File: config.mk
export PLATFORM = sky130hd
export DESIGN_NAME = pipe_hazard_ctrl_flat
export DESIGN_NICKNAME = d
export VERILOG_FILES = /design/src/rtl/pipe_hazard_ctrl_pkg.sv /design/src/rtl/pipe_hazard_ctrl_if.sv /design/src/rtl/pipe_hazard_ctrl_src_match.sv /design/src/rtl/pipe_hazard_ctrl.sv /design/src/flat_wrapper.sv
export SDC_FILE = /design/constraint.sdc
export NUM_CORES = 1
export LEC_CHECK = 0
export BUFFER_PORTS_ARGS = -buffer_cell sky130_fd_sc_hd__buf_2
export CAP_MARGIN = 20
export CELL_PAD_IN_SITES_DETAIL_PLACEMENT = 0
export CELL_PAD_IN_SITES_GLOBAL_PLACEMENT = 1
export CORE_UTILIZATION = 25
export DETAILED_ROUTE_END_ITERATION = 16
export PLACE_DENSITY_LB_ADDON = 0.12
export RECOVER_POWER = 100
export SLEW_MARGIN = 10
export SYNTH_ARGS = -nofsm -noshare
export SYNTH_HDL_FRONTEND = slang
export SYNTH_SLANG_ARGS = --single-unit
File: constraint.sdc
create_clock -name clk -period 2.2 [get_ports clk]
set_clock_uncertainty 0.15 [all_clocks]
set_input_delay 0.22 -clock clk [delete_from_list [all_inputs] [get_ports clk]]
set_output_delay 0.22 -clock clk [all_outputs]
set_load 0.01 [all_outputs]
File: src/rtl/pipe_hazard_ctrl_pkg.sv
// Shared core definitions: forwarding-select encodings, special register
// indices and the destination-tag entry tracked per post-ID stage.
package core_pkg;

  localparam logic [1:0] FWD_RF  = 2'd0;
  localparam logic [1:0] FWD_EX  = 2'd1;
  localparam logic [1:0] FWD_MEM = 2'd2;
  localparam logic [1:0] FWD_WB  = 2'd3;

  localparam logic [3:0] PC_REG = 4'd15;
  localparam logic [3:0] LR_REG = 4'd14;

  // Tag destination field is sized for the widest register file we build;
  // narrower indices are zero-extended on insert and on compare.
  localparam int unsigned TAG_DST_W = 8;

  typedef struct packed {
    logic                 v;
    logic [TAG_DST_W-1:0] dst;
    logic                 we;
    logic                 ld;
  } tag_ent_t;

endpackage

File: src/rtl/pipe_hazard_ctrl_if.sv
// ID-stage request / hazard-response bundle between the decode stage (master)
// and the hazard controller (slave).
interface pipe_hazard_ctrl_if #(
  parameter int unsigned REG_W   = 4,
  parameter int unsigned NUM_SRC = 3,
  parameter int unsigned STAGES  = 3,
  parameter int unsigned CNT_W   = 16
);
  localparam int unsigned SW = $clog2(STAGES + 1);

  logic                       id_valid;
  logic [NUM_SRC*REG_W-1:0]   id_src;
  logic [NUM_SRC-1:0]         id_src_used;
  logic [REG_W-1:0]           id_dst;
  logic                       id_we;
  logic                       id_load;
  logic                       flush;
  logic [NUM_SRC*SW-1:0]      fwd_sel;
  logic                       pc_le;
  logic                       cu_nop;
  logic [CNT_W-1:0]           stall_cnt;

  modport master (
    output id_valid, id_src, id_src_used, id_dst, id_we, id_load, flush,
    input  fwd_sel, pc_le, cu_nop, stall_cnt
  );

  modport slave (
    input  id_valid, id_src, id_src_used, id_dst, id_we, id_load, flush,
    output fwd_sel, pc_le, cu_nop, stall_cnt
  );

endinterface

File: src/rtl/pipe_hazard_ctrl_src_match.sv
// Priority matcher for one ID source operand: picks the youngest tracked stage
// writing that register and flags a load whose data is not yet forwardable.
module hazard_src_match
  import core_pkg::*;
#(
  parameter int unsigned REG_W      = 4,
  parameter int unsigned STAGES     = 3,
  parameter int unsigned LOAD_READY = 2,
  parameter int unsigned PC_REG     = 15,
  parameter int unsigned SW         = 2
) (
  input  tag_ent_t [STAGES:1] ent,
  input  logic [REG_W-1:0]    src,
  input  logic                used,
  input  logic                id_valid,
  output logic [SW-1:0]       sel,
  output logic                hz
);

  logic gate_s;
  logic hit_s;

  // Oldest-to-youngest scan so the youngest hit is the one that sticks.
  always_comb begin
    gate_s = id_valid & used & (src != REG_W'(PC_REG));
    hit_s  = 1'b0;
    sel    = SW'(FWD_RF);
    hz     = 1'b0;
    for (int s = STAGES; s >= 1; s--) begin
      hit_s = gate_s & ent[s].v & ent[s].we & (ent[s].dst == TAG_DST_W'(src));
      sel   = hit_s ? SW'(s) : sel;
      hz    = hit_s ? (ent[s].ld & (s < int'(LOAD_READY))) : hz;
    end
  end

endmodule

File: src/rtl/pipe_hazard_ctrl.sv
// Forwarding and load-use hazard controller with its own shadow pipeline of
// destination tags, branch-flush squashing and a saturating stall counter.
module pipe_hazard_ctrl
  import core_pkg::*;
#(
  parameter int unsigned REG_W      = 4,
  parameter int unsigned NUM_SRC    = 3,
  parameter int unsigned STAGES     = 3,
  parameter int unsigned LOAD_READY = 2,
  parameter int unsigned PC_REG     = int'(core_pkg::PC_REG),
  parameter int unsigned CNT_W      = 16
) (
  input  logic              clk,
  input  logic              R,
  pipe_hazard_ctrl_if.slave bus
);

  localparam int unsigned SW = $clog2(STAGES + 1);

  tag_ent_t [STAGES:1]       ent_r;
  tag_ent_t                  ins_s;
  logic [CNT_W-1:0]          cnt_r;
  logic [SW-1:0]             sel_s [NUM_SRC];
  logic                      hz_s  [NUM_SRC];
  logic [NUM_SRC*SW-1:0]     fwd_sel_s;
  logic                      hz_any_s;
  logic                      stall_s;

  for (genvar k = 0; k < NUM_SRC; k++) begin : g_src
    hazard_src_match #(
      .REG_W      (REG_W),
      .STAGES     (STAGES),
      .LOAD_READY (LOAD_READY),
      .PC_REG     (PC_REG),
      .SW         (SW)
    ) u_match (
      .ent      (ent_r),
      .src      (bus.id_src[k*REG_W +: REG_W]),
      .used     (bus.id_src_used[k]),
      .id_valid (bus.id_valid),
      .sel      (sel_s[k]),
      .hz       (hz_s[k])
    );
  end

  // Pack per-source selects and merge hazards; a flush overrides any stall.
  always_comb begin
    fwd_sel_s = '0;
    hz_any_s  = 1'b0;
    for (int k = 0; k < NUM_SRC; k++) begin
      fwd_sel_s[k*SW +: SW] = sel_s[k];
      hz_any_s              = hz_any_s | hz_s[k];
    end
    stall_s   = hz_any_s & ~bus.flush;
    ins_s.v   = bus.id_valid & bus.id_we & ~stall_s & ~bus.flush;
    ins_s.dst = TAG_DST_W'(bus.id_dst);
    ins_s.we  = bus.id_we;
    ins_s.ld  = bus.id_load;
  end

  // Advance the tag pipeline and count stall cycles.
  always_ff @(posedge clk or posedge R) begin
    if (R) begin
      ent_r <= '0;
      cnt_r <= '0;
    end else begin
      ent_r[1] <= ins_s;
      for (int s = 2; s <= STAGES; s++) begin
        ent_r[s] <= ent_r[s-1];
      end
      if (stall_s && (cnt_r != {CNT_W{1'b1}})) begin
        cnt_r <= cnt_r + CNT_W'(1);
      end else begin
        cnt_r <= cnt_r;
      end
    end
  end

  assign bus.fwd_sel   = fwd_sel_s;
  assign bus.pc_le     = ~stall_s;
  assign bus.cu_nop    = stall_s | bus.flush;
  assign bus.stall_cnt = cnt_r;

endmodule
File: src/flat_wrapper.sv
// flat-port wrapper written by rule: the top's interface ports become plain ports
module pipe_hazard_ctrl_flat import core_pkg::*;
#(
  parameter int unsigned REG_W      = 4,
  parameter int unsigned NUM_SRC    = 3,
  parameter int unsigned STAGES     = 3,
  parameter int unsigned LOAD_READY = 2,
  parameter int unsigned PC_REG     = int'(core_pkg::PC_REG),
  parameter int unsigned CNT_W      = 16
)
  (clk, R, bus_id_valid, bus_id_src, bus_id_src_used, bus_id_dst, bus_id_we, bus_id_load, bus_flush, bus_fwd_sel, bus_pc_le, bus_cu_nop, bus_stall_cnt);
  pipe_hazard_ctrl_if #(.REG_W(REG_W), .NUM_SRC(NUM_SRC), .STAGES(STAGES), .CNT_W(CNT_W)) bus_i ();
  input  logic clk;
  input  logic R;
  input wire logic [$bits(bus_i.id_valid)-1:0] bus_id_valid;
  input wire logic [$bits(bus_i.id_src)-1:0] bus_id_src;
  input wire logic [$bits(bus_i.id_src_used)-1:0] bus_id_src_used;
  input wire logic [$bits(bus_i.id_dst)-1:0] bus_id_dst;
  input wire logic [$bits(bus_i.id_we)-1:0] bus_id_we;
  input wire logic [$bits(bus_i.id_load)-1:0] bus_id_load;
  input wire logic [$bits(bus_i.flush)-1:0] bus_flush;
  output wire logic [$bits(bus_i.fwd_sel)-1:0] bus_fwd_sel;
  output wire logic [$bits(bus_i.pc_le)-1:0] bus_pc_le;
  output wire logic [$bits(bus_i.cu_nop)-1:0] bus_cu_nop;
  output wire logic [$bits(bus_i.stall_cnt)-1:0] bus_stall_cnt;
  assign bus_i.id_valid = bus_id_valid;
  assign bus_i.id_src = bus_id_src;
  assign bus_i.id_src_used = bus_id_src_used;
  assign bus_i.id_dst = bus_id_dst;
  assign bus_i.id_we = bus_id_we;
  assign bus_i.id_load = bus_id_load;
  assign bus_i.flush = bus_flush;
  assign bus_fwd_sel = bus_i.fwd_sel;
  assign bus_pc_le = bus_i.pc_le;
  assign bus_cu_nop = bus_i.cu_nop;
  assign bus_stall_cnt = bus_i.stall_cnt;
  pipe_hazard_ctrl #(.REG_W(REG_W), .NUM_SRC(NUM_SRC), .STAGES(STAGES), .LOAD_READY(LOAD_READY), .PC_REG(PC_REG), .CNT_W(CNT_W)) u_core (.clk(clk), .R(R), .bus(bus_i));
endmodule
==> results by group, run 1 <==
Run status
  • Result of the run: finished, violations left
  • Violations in the final reports: negative setup slack

Min path
  • Worst min-delay path class: primary input to register
  • Worst hold path depth: 3

Setup path
  • Crit path kind: register to output port
  • Startpoint types: register
  • Minimum setup slack among reg-to-reg paths: -0.07 ns
  • FF-to-FF End: u_core.bus.stall_cnt[6]
  • Arrival time of data at the critical path endpoint: 2.07 ns
  • Maximum fanout along the worst path: 3
  • Startpoint of the lowest-slack register-to-register path: u_core.ent_r[2]
  • Cells on worst reg2reg path: 8
  • Setup crit end: bus_cu_nop
  • Critical Path RT: 1.83 ns
  • Critical path origin: u_core.ent_r[2]
  • Category of the worst setup path capture point: output port

Synth
  • Cell area after synthesis: 1904 um^2
  • Xor and xnor area share after synthesis: 20.70%
  • Simple-gate share of the synthesized area: 25.43%
  • Post-synthesis compound-gate area fraction: 4.665%
  • Average cell area after synthesis: 10.13 um^2
  • Fraction of the yosys area taken by sequential cells: 45.99%
  • Dominant combinational cell family by area after synthesis: simple AND/OR/NAND/NOR gates
  • Post-Synthesis Net Count: 214
  • Synthesized flop and latch total: 35
  • Adder-cell area share of the yosys netlist: 0.6570%
  • Cells after synthesis: 188
  • Synth Warn #: 0
  • Count of unique library cells instantiated by Yosys: 31
  • Mux share of post-synthesis cell area: 1.774%

STA
  • Final Hold Violating Endpoints: 0
  • Transition time at the pin with the least slew margin: 0.4518 ns
  • Clock period minus final worst setup slack: 2.441 ns
  • Pins over their slew limit: 0
  • Worst path setup slack after routing: -0.2411 ns
  • Worst slew margin: 69.60%
  • Setup violators final: 10
  • Final worst path period share: 111.0%
  • Highest clock frequency the design can meet: 409.7 MHz
  • Unrepaired setup endpoints after global routing: yes

Floorplanning
  • I/O pin count: 49
  • Die height: 89.28 um
  • Floorplan die width: 89.28 um
  • Core Box Area: 7292 um^2
  • Std-Cell Rows: 31
  • Die ar.: 7970 um^2
  • Initial core utilization: 26.12%

Final layout
  • Fillers: 768
  • Most used cells in the layout excluding fill and tap cells: sky130_fd_sc_hd__buf_2 (47), sky130_fd_sc_hd__dfrtp_1 (32), sky130_fd_sc_hd__buf_4 (23), sky130_fd_sc_hd__xor2_1 (19), sky130_fd_sc_hd__xnor2_1 (19)
  • Final standard cell utilization of the core: 40.08%
  • Final design area excluding fillers: 2923 um^2
  • Storage cell area: 879.6 um^2
  • Most common library cell in the layout ignoring fill and taps: sky130_fd_sc_hd__buf_2
  • Final non-filler cell total: 378
  • Antenna Cells: 0
  • Net count reported at finish: 304
  • Growth of design area from synthesis to finish: 53.48%
  • Area occupied by multi-input gates: 1267 um^2
  • Fraction of final layout cells with drive strength greater than 1: 43.37%

Clocking
  • Clock-pin slew of the registers on the worst-case setup and hold paths: 0.07 ns
  • Number of levels the H-tree was split into: 2
  • Number of clock sinks seen by CTS: 35
  • Clock root buffer: sky130_fd_sc_hd__clkbuf_8
  • Total clock buffers created by CTS: 5
  • Skew-Pair Late Insertion Delay: 0.27 ns
  • CTS tree: yes
  • CTS max path bufs: 2

Detailed routing
  • Detailed-route vias per instance: 4.492
  • Average wire length per cell after detail routing: 15.07 um
  • Number of violations reported at the end of detailed-routing iteration 0: 68
  • Detailed-routing iteration count for the pre-antenna-repair pass: 4
  • Number of design rule violations left after detail routing: 0
  • Detailed-route via count: 1,698
  • Overall routed net length: 5695 um
  • Number of nets still failing antenna checks after routing: 0

Global routing
  • Final global-route overflow total: 0
  • Number of antenna violations at the first check in global routing: 0
  • Maximum number of pins on one net before global-route repair: 36
  • First-pass GRT wire length: 8238 um
  • Via count of the first global-routing pass: 1,514
  • Total global-route track usage: 14.22%

Placed design
  • Post-placement worst setup slack: -0.1220 ns
  • Total instance count after detailed placement: 356
  • Global placer's final weighted congestion: 0.7234
  • Post-detail-place hpwl: 4158 um
  • Number of input and output port buffers inserted: 48
  • Area after detailed placement: 2430 um^2

Power
  • Worst supply voltage drop on vdd: 0.0002694 V
  • Leakage power total: 1.403 nW
  • Cell Pwr Density: 458.5 nW/um^2

Flow run
  • Maxcap violations: 0
==> report_power, final <==
part | internal [mW] | leakage (nW) | total, mW | switching [mW]
sequential | 0.662 | 0.442 | 0.687 | 0.0253
combinational | 0.104 | 0.919 | 0.209 | 0.105
clock | 0.222 | 0.0422 | 0.444 | 0.222
total | 0.988 | 1.40 | 1.34 | 0.352
==> synthesized netlist by cell type (all sizes together) <==
cell	count	area share, %
nor3	12	3.7
o21ai	1	0.26
a21oi	5	1.3
xnor2	22	10
nand3	15	3.9
nor2b	1	0.33
a41oi	2	0.92
nor2	11	2.6
o211ai	1	0.39
nor3b	1	0.39
clkbuf	1	0.20
nand4	7	2.3
nand2b	6	2.0
mux2	3	1.8
nor4	8	3.6
dfrtp	35	46
a31oi	3	0.99
and3	3	0.99
o31ai	1	0.39
inv	3	0.59
or4	2	0.79
a21o	1	0.39
nand2	15	3.0
ha	1	0.66
xor2	23	11
and4	2	0.92
or3	3	0.99
==> layer usage <==
metal | wire length, um | vias to the layer above | share of wire, % | GRT usage, %
met5 | 0 | - | 0 | 0
met4 | 29 | 0 | 0.51 | 3.030
met3 | 214 | 2 | 3.8 | 3.232
met2 | 2532 | 35 | 44 | 19.71
met1 | 2918 | 819 | 51 | 22.21
li1 | - | 842 | - | -
==> sequential cells by signal, indices dropped and copies added (netlist names) <==
name,flops
u_core.ent_r,19
u_core.bus.stall_cnt,16
==> kinds of logic after synthesis <==
| kind of cell | Yosys count |
|---|---|
| AND/OR/NAND/NOR | 86 |
| XOR/XNOR | 45 |
| flip-flops | 35 |
| AO/OA/AOI/OAI | 14 |
| buffers and inverters | 4 |
| multiplexers | 3 |
| adder cells (fa/ha/maj) | 1 |
==> metrics by stage <==
stage	TNS, ns	power, mW	hold WS (ns)
final	-0.8307	1.340	0.08570
after global routing	-2.084	1.417	0.09250
after global placement	-0.5968	0.8626	0.1781
after floorplan	0	0.7751	0.1014
after CTS	-1.143	1.342	0.07901
after detailed placement	-0.5514	0.8603	0.1793
==> worst min-delay path by stage <==
stage,from,endpoint,slack (ns)
4_1_cts,bus_id_valid,u_core.ent_r[10],0.08
3_3_place_gp,bus_id_dst[2],u_core.ent_r[4],0.18
2_1_floorplan,bus_id_load,u_core.ent_r[0],0.10
5_1_grt,bus_id_valid,u_core.ent_r[10],0.09
6_report,bus_id_valid,u_core.ent_r[10],0.09
3_5_place_dp,bus_id_dst[1],u_core.ent_r[3],0.18
==> worst max-delay path, cell delays in order (launching register included) <==
cell	delay, ns
sky130_fd_sc_hd__dfrtp_2	0.47
sky130_fd_sc_hd__xor2_2	0.21
sky130_fd_sc_hd__or3_4	0.35
sky130_fd_sc_hd__nor4_4	0.22
sky130_fd_sc_hd__buf_4	0.17
sky130_fd_sc_hd__or3_4	0.11
sky130_fd_sc_hd__a21o_1	0.14
sky130_fd_sc_hd__buf_6	0.11
==> final cells by class <==
class,instances,area share [%]
sequential,35,30.09
clock buffer,7,2.611
tap,99,4.238
clock inverter,1,0.1712
timing repair buffer,84,19.05
multi-input combinational,149,43.36
inverter,3,0.4709
==> timing repair <==
item | 4_1_cts | 5_1_grt
setup endpoints to repair | 14 | 20
hold buffers | 7 | 0
endpoints found under the hold margin | 41 | 0
pin swaps | 5 | 15
setup buffers | 0 | 10
resized for setup | 11 | 46
Note: power is estimated with default switching activity, not from simulation.
==> run 2: changes to the inputs <==
--- a/config.mk
+++ b/config.mk
@@ -13,7 +13,8 @@
 export DETAILED_ROUTE_END_ITERATION = 16
 export PLACE_DENSITY_LB_ADDON = 0.12
 export RECOVER_POWER = 100
-export SLEW_MARGIN = 10
+export SETUP_SLACK_MARGIN = 0.02
+export SKIP_CTS_REPAIR_TIMING = 1
 export SYNTH_ARGS = -nofsm -noshare
 export SYNTH_HDL_FRONTEND = slang
 export SYNTH_SLANG_ARGS = --single-unit
==> results by group, run 2 (synthesis gave the netlist of run 1 again) <==
Floorplanning
  • I/O pin count: 49 (unchanged)
  • Initial core utilization: 26.12% (unchanged)
  • Core Box Area: 7292 um^2 (unchanged)
  • Floorplan die width: 89.28 um (unchanged)
  • Std-Cell Rows: 31 (unchanged)
  • Die height: 89.28 um (unchanged)
  • Die ar.: 7970 um^2 (unchanged)

Clocking
  • Skew-Pair Late Insertion Delay: 0.28 ns (about the same)
  • CTS max path bufs: 2 (unchanged)
  • Total clock buffers created by CTS: 5 (unchanged)
  • Clock-pin slew of the registers on the worst-case setup and hold paths: 0.07 ns (about the same)
  • Clock root buffer: sky130_fd_sc_hd__clkbuf_8
  • Number of levels the H-tree was split into: 2 (unchanged)
  • Number of clock sinks seen by CTS: 35 (unchanged)
  • CTS tree: yes

Power
  • Cell Pwr Density: 461.2 nW/um^2 (+0.58%)
  • Leakage power total: 1.367 nW (-2.6%)
  • Worst supply voltage drop on vdd: 0.0002719 V (+0.96%)

Global routing
  • Maximum number of pins on one net before global-route repair: 36 (unchanged)
  • Total global-route track usage: 14.06% (-0.16 points)
  • Via count of the first global-routing pass: 1,466 (-3.2%)
  • First-pass GRT wire length: 8142 um (-1.2%)
  • Final global-route overflow total: 0 (unchanged)
  • Number of antenna violations at the first check in global routing: 0 (unchanged)

Setup path
  • Startpoint of the lowest-slack register-to-register path: u_core.ent_r[2]
  • Crit path kind: register to output port
  • Startpoint types: register
  • Setup crit end: bus_cu_nop
  • Critical Path RT: 1.83 ns (about the same)
  • FF-to-FF End: u_core.bus.stall_cnt[6]
  • Cells on worst reg2reg path: 8 (unchanged)
  • Critical path origin: u_core.ent_r[2]
  • Maximum fanout along the worst path: 3 (unchanged)
  • Arrival time of data at the critical path endpoint: 2.10 ns (+0.03 ns)
  • Category of the worst setup path capture point: output port
  • Minimum setup slack among reg-to-reg paths: -0.07 ns (about the same)

Final layout
  • Growth of design area from synthesis to finish: 51.77%
  • Max FFs per register: 19 (unchanged)
  • Final standard cell utilization of the core: 39.64% (-0.45 points)
  • Register bank with the most flops: u_core.ent_r
  • Net count reported at finish: 302 (-0.66%)
  • Fraction of final layout cells with drive strength greater than 1: 42.60% (-0.77 points)
  • Antenna Cells: 0 (unchanged)
  • Most common library cell in the layout ignoring fill and taps: sky130_fd_sc_hd__buf_2
  • Most used cells in the layout excluding fill and tap cells: sky130_fd_sc_hd__buf_2 (46), sky130_fd_sc_hd__dfrtp_1 (30), sky130_fd_sc_hd__xor2_1 (21), sky130_fd_sc_hd__buf_4 (18), sky130_fd_sc_hd__xnor2_1 (17)

STA
  • Final worst path period share: 112.1% (+1.2 points)
  • Setup violators final: 8 (-2)
  • Transition time at the pin with the least slew margin: 0.4540 ns (+0.002209 ns)
  • Worst path setup slack after routing: -0.2670 ns (-0.02594 ns)
  • Worst hold slack: 0.08930 ns (+0.003596 ns)
  • Worst slew margin: 69.73% (+0.13 points)
  • Clock period minus final worst setup slack: 2.467 ns (+0.02594 ns)
  • Pins over their slew limit: 0 (unchanged)
  • Final Hold Violating Endpoints: 0 (unchanged)
  • Unrepaired setup endpoints after global routing: yes
  • Highest clock frequency the design can meet: 405.4 MHz (-1.1%)
  • Setup Total Neg Slack: -0.7077 ns (+0.1230 ns)

Run status
  • Violations in the final reports: negative setup slack
  • Result of the run: finished, violations left

Flow run
  • Maxcap violations: 0 (unchanged)

Min path
  • Worst min-delay path class: primary input to register
  • Startpoint of the tightest hold check path: bus_id_valid
  • Worst hold path depth: 3 (unchanged)

Detailed routing
  • Number of nets still failing antenna checks after routing: 0 (unchanged)
  • Detailed-routing iteration count for the pre-antenna-repair pass: 4 (unchanged)
  • Detailed-route via count: 1,684 (-0.82%)
  • Number of design rule violations left after detail routing: 0 (unchanged)
  • Number of violations reported at the end of detailed-routing iteration 0: 105 (+54%)
  • Overall routed net length: 5511 um (-3.2%)
  • Average wire length per cell after detail routing: 14.66 um (-2.7%)
  • Detailed-route vias per instance: 4.479 (-0.30%)

Placed design
  • Post-detail-place hpwl: 4158 um (unchanged)
  • Global placer's final weighted congestion: 0.7234 (unchanged)
  • Number of input and output port buffers inserted: 48 (unchanged)
## run 2: changes by cell type in the layout (fill, tap and decap cells not counted), sizes merged
cell	before	now
buf	77	75
## run 2: cell type report
type / count / area [um^2]
sequential: 35 / 882.1
clock buffer: 7 / 76.32
fill: 780 / 4402
clock inverter: 1 / 5.005
timing repair buffer: 82 / 559.3
tap: 99 / 123.9
multi-input combinational: 149 / 1230
inverter: 3 / 13.76
## run 2: how the worst min path moves through the flow
stage                            end  slack, ns
floorplan            u_core.ent_r[0]       0.10
global placement     u_core.ent_r[4]       0.18
detailed placement   u_core.ent_r[3]       0.18
CTS                  u_core.ent_r[2]      -0.12
global route        u_core.ent_r[10]       0.09
finish              u_core.ent_r[10]       0.09
## run 2: worst max-delay path, cell delays in order (launching register included)
cell	delay (ns)
sky130_fd_sc_hd__dfrtp_2	0.46
sky130_fd_sc_hd__xor2_2	0.22
sky130_fd_sc_hd__or3_1	0.14
sky130_fd_sc_hd__nor4_2	0.04
sky130_fd_sc_hd__buf_4	0.15
sky130_fd_sc_hd__buf_6	0.11
sky130_fd_sc_hd__or3_4	0.36
sky130_fd_sc_hd__a21o_1	0.20
sky130_fd_sc_hd__buf_6	0.13
## run 2: power breakdown
group	total (mW)	internal [mW]	switching, mW
Clock	0.447	0.222	0.225
Sequential	0.688	0.662	0.0255
Combinational	0.198	0.101	0.0977
Total	1.33	0.985	0.348
## run 2: per-stage QoR
step / cell area, um^2 / total power [mW] / setup slack (ns) / instances
after floorplan: 1904 / 0.7751 / 0.09747 / 188
after global placement: 2430 / 0.8626 / -0.09245 / 356
after detailed placement: 2430 / 0.8603 / -0.1220 / 356
after CTS: 2511 / 1.322 / -0.3633 / 364
after global routing: 2890 / 1.407 / -0.3813 / 376
final: 2890 / 1.333 / -0.2670 / 376
## run 2: metal layers
layer  routed length, um  track usage (%)  share of wire, %  up-vias
met1                2855            22.17                52      806
met4                  29            3.030              0.53        0
met3                 207            3.324               3.8        2
met5                   0                0                 0        -
met2                2418            19.08                44       34
li1                    -                -                 -      842
==> run 3: changes to the inputs <==
--- a/config.mk
+++ b/config.mk
@@ -5,6 +5,7 @@
 export SDC_FILE = /design/constraint.sdc
 export NUM_CORES = 1
 export LEC_CHECK = 0
+export ABC_AREA = 1
 export BUFFER_PORTS_ARGS = -buffer_cell sky130_fd_sc_hd__buf_2
 export CAP_MARGIN = 20
 export CELL_PAD_IN_SITES_DETAIL_PLACEMENT = 0
==> results by group, run 3 <==
Floorplanning
  • Core Box Area: 8848 um^2 (+21%)
  • Initial core utilization: 26.32% (+0.20 points)
  • Die height: 98.51 um (+10%)
  • Floorplan die width: 98.51 um (+10%)
  • Die ar.: 9704 um^2 (+22%)
  • I/O pin count: 49 (unchanged)
  • Std-Cell Rows: 34 (+9.7%)

Power
  • Cell Pwr Density: 495.4 nW/um^2 (+7.4%)
  • Overall power of the completed layout: 1.439 mW (+7.9%)
  • Worst supply voltage drop on vdd: 0.0001962 V (-28%)
  • Leakage power total: 1.474 nW (+7.8%)

Clocking
  • Skew-Pair Late Insertion Delay: 0.28 ns (about the same)
  • Number of levels the H-tree was split into: 2 (unchanged)
  • Number of clock sinks seen by CTS: 35 (unchanged)
  • CTS tree: yes
  • Clock root buffer: sky130_fd_sc_hd__clkbuf_8
  • Clock-pin slew of the registers on the worst-case setup and hold paths: 0.07 ns (about the same)
  • CTS max path bufs: 2 (unchanged)
  • Total clock buffers created by CTS: 5 (unchanged)

Setup path
  • Startpoint types: register
  • Maximum fanout along the worst path: 3 (unchanged)
  • Critical path origin: u_core.ent_r[4]
  • Critical Path RT: 1.83 ns (about the same)
  • Crit path kind: register to output port
  • Startpoint of the lowest-slack register-to-register path: u_core.bus.stall_cnt[0]
  • Arrival time of data at the critical path endpoint: 1.68 ns (-0.42 ns)
  • Category of the worst setup path capture point: output port

Synth
  • Cell with the most instances after synthesis: sky130_fd_sc_hd__nand2_1
  • Area share of the leading cell type in the synthesized netlist: 37.61% (-8.4 points)
  • Cell area after synthesis: 2328 um^2 (+22%)
  • Post-Synthesis Net Count: 355 (+66%)
  • Post-synthesis cell type with the largest combined area: sky130_fd_sc_hd__dfrtp_1
  • Primary flip-flop cell chosen by synthesis mapping: sky130_fd_sc_hd__dfrtp_1
  • Count of unique library cells instantiated by Yosys: 29 (-6.5%)
  • Synthesized flop and latch total: 35 (unchanged)
  • Average cell area after synthesis: 7.077 um^2 (-30%)
  • Cells after synthesis: 329 (+75%)
  • Fraction of the yosys area taken by sequential cells: 37.61% (-8.4 points)
  • Number of enable-type register cells in the synthesized netlist: 0 (unchanged)
  • Synth Warn #: 0 (unchanged)
  • Dominant cells by area after synthesis: sky130_fd_sc_hd__dfrtp_1 (38%), sky130_fd_sc_hd__nand2_1 (17%), sky130_fd_sc_hd__nand4_1 (7.3%)
  • Async set or reset register ratio after synthesis: 100.0% (unchanged)
  • Top cell types by occurrence after synthesis: sky130_fd_sc_hd__nand2_1 (105), sky130_fd_sc_hd__inv_1 (41), sky130_fd_sc_hd__dfrtp_1 (35)

STA
  • Setup Total Neg Slack: 0 ns (+0.7077 ns)
  • Clock period minus final worst setup slack: 2.052 ns (-0.4146 ns)
  • Highest clock frequency the design can meet: 487.2 MHz (+20%)
  • Final worst path period share: 93.29% (-19 points)
  • Final Hold Violating Endpoints: 0 (unchanged)
  • Unrepaired setup endpoints after global routing: yes
  • Setup violators final: 0 (-8)
  • Pins over their slew limit: 0 (unchanged)
  • Transition time at the pin with the least slew margin: 0.9413 ns (+0.4873 ns)
  • Worst slew margin: 37.24% (-32 points)

Final layout
  • Area occupied by multi-input gates: 1290 um^2 (+4.9%)
  • Final standard cell utilization of the core: 32.82% (-6.8 points)
  • Fillers: 1,024 (+31%)
  • Most used cells in the layout excluding fill and tap cells: sky130_fd_sc_hd__nand2_1 (103), sky130_fd_sc_hd__inv_1 (40), sky130_fd_sc_hd__dfrtp_1 (33), sky130_fd_sc_hd__nor2_1 (31), sky130_fd_sc_hd__buf_2 (29)
  • Growth of design area from synthesis to finish: 24.72%
  • Max FFs per register: 19 (unchanged)
  • Storage cell area: 878.3 um^2 (-0.43%)
  • Net count reported at finish: 421 (+39%)
  • Final non-filler cell total: 503 (+34%)
  • Antenna Cells: 0 (unchanged)
  • Register bank with the most flops: u_core.ent_r
  • Most common library cell in the layout ignoring fill and taps: sky130_fd_sc_hd__nand2_1
  • Fraction of final layout cells with drive strength greater than 1: 14.94% (-28 points)

Global routing
  • Via count of the first global-routing pass: 2,312 (+58%)
  • Total global-route track usage: 15.69% (+1.6 points)
  • Maximum number of pins on one net before global-route repair: 36 (unchanged)
  • Number of antenna violations at the first check in global routing: 0 (unchanged)
  • First-pass GRT wire length: 11,830 um (+45%)
  • Final global-route overflow total: 0 (unchanged)

Min path
  • Startpoint of the tightest hold check path: bus_id_valid
  • Worst min-delay path class: primary input to register

Detailed routing
  • Detailed-route via count: 2,324 (+38%)
  • Detailed-route vias per instance: 4.620 (+3.2%)
  • Number of violations reported at the end of detailed-routing iteration 0: 63 (-40%)
  • Number of design rule violations left after detail routing: 1 (+1)
  • Detailed-routing iteration count for the pre-antenna-repair pass: 12 (+8)
  • Overall routed net length: 7222 um (+31%)
  • Average wire length per cell after detail routing: 14.36 um (-2.0%)
  • Number of nets still failing antenna checks after routing: 0 (unchanged)

Placed design
  • Global placer's final weighted congestion: 0.8210 (+13%)
  • Total instance count after detailed placement: 487 (+37%)
  • Number of input and output port buffers inserted: 48 (unchanged)
  • Post-detail-place hpwl: 5555 um (+34%)

Run status
  • Violations in the final reports: design-rule violations
  • Result of the run: finished, violations left

Flow run
  • Maxcap violations: 0 (unchanged)
## run 3: changes by cell type after synthesis, sizes merged, moves of 6 or more
cell,delta
nand4,+20
nand2b,-6
nor3,-6
inv,+38
xnor2,-8
nand3,+6
o21ai,+6
xor2,-13
nand2,+91
nor2,+23
## run 3: cell type report
cell class                      count  share of cell area [%]
Clock buffer                        6                   2.499
Clock inverter                      1                   1.034
Tap cell                          108                   4.653
Timing Repair Buffer               64                   11.85
Inverter                           41                   5.299
Multi-Input combinational cell    248                   44.42
Sequential cell                    35                   30.25
## run 3: cell families after synthesis
logic type,count (synthesis),share of synthesized area [%]
xor+xnor,24,9.027
buf+inv,46,7.953
flops,35,37.61
compound gates,21,5.213
simple gates,202,39.66
fa+ha+maj,1,0.5373
## run 3: worst paths after layout
kind / to / slack [ns] / cells after the start
worst max-delay path: bus_pc_le / 0.15 / 8
worst min-delay path: u_core.ent_r[10] / 0.04 / 3
worst max register to register: u_core.bus.stall_cnt[6] / 0.18 / 9
worst min register to register: u_core.ent_r[32] / 0.23 / 0
max in group asynchronous: u_core.ent_r[13] / 0.64 / 4
min in group asynchronous: u_core.bus.stall_cnt[10] / 0.62 / 4
## run 3: power by group
group | internal (mW) | switching [mW]
sequential | 0.662 | 0.0254
clock | 0.332 | 0.236
combinational | 0.0720 | 0.111
total | 1.07 | 0.373
## run 3: layer usage
layer	share of wire [%]	track usage, %	wire length (um)	vias to the layer above
met5	0	0	0	-
met4	0.66	3.444	48	0
met3	4.0	3.121	288	4
met2	49	28.01	3545	46
met1	46	19.54	3339	1079
li1	-	-	-	1195
## run 3: stage by stage
stage	hold WS (ns)	area, um^2	setup slack, ns
6_report	0.04027	2904	0.1476
5_1_grt	0.02627	2904	-0.007572
4_1_cts	-0.1195	2828	0.01865
3_5_place_dp	0.1830	2725	0.2099
3_3_place_gp	0.1782	2725	0.2020
2_1_floorplan	0.1014	2328	0.4149
## run 3: worst max-delay path, cell delays in order (launching register included)
cell,delay [ns]
sky130_fd_sc_hd__dfrtp_1,0.43
sky130_fd_sc_hd__buf_4,0.17
sky130_fd_sc_hd__xnor2_1,0.13
sky130_fd_sc_hd__nand2_1,0.08
sky130_fd_sc_hd__nor2_2,0.12
sky130_fd_sc_hd__nand2_2,0.09
sky130_fd_sc_hd__nand3_1,0.13
sky130_fd_sc_hd__nand3_1,0.10
sky130_fd_sc_hd__clkbuf_2,0.16
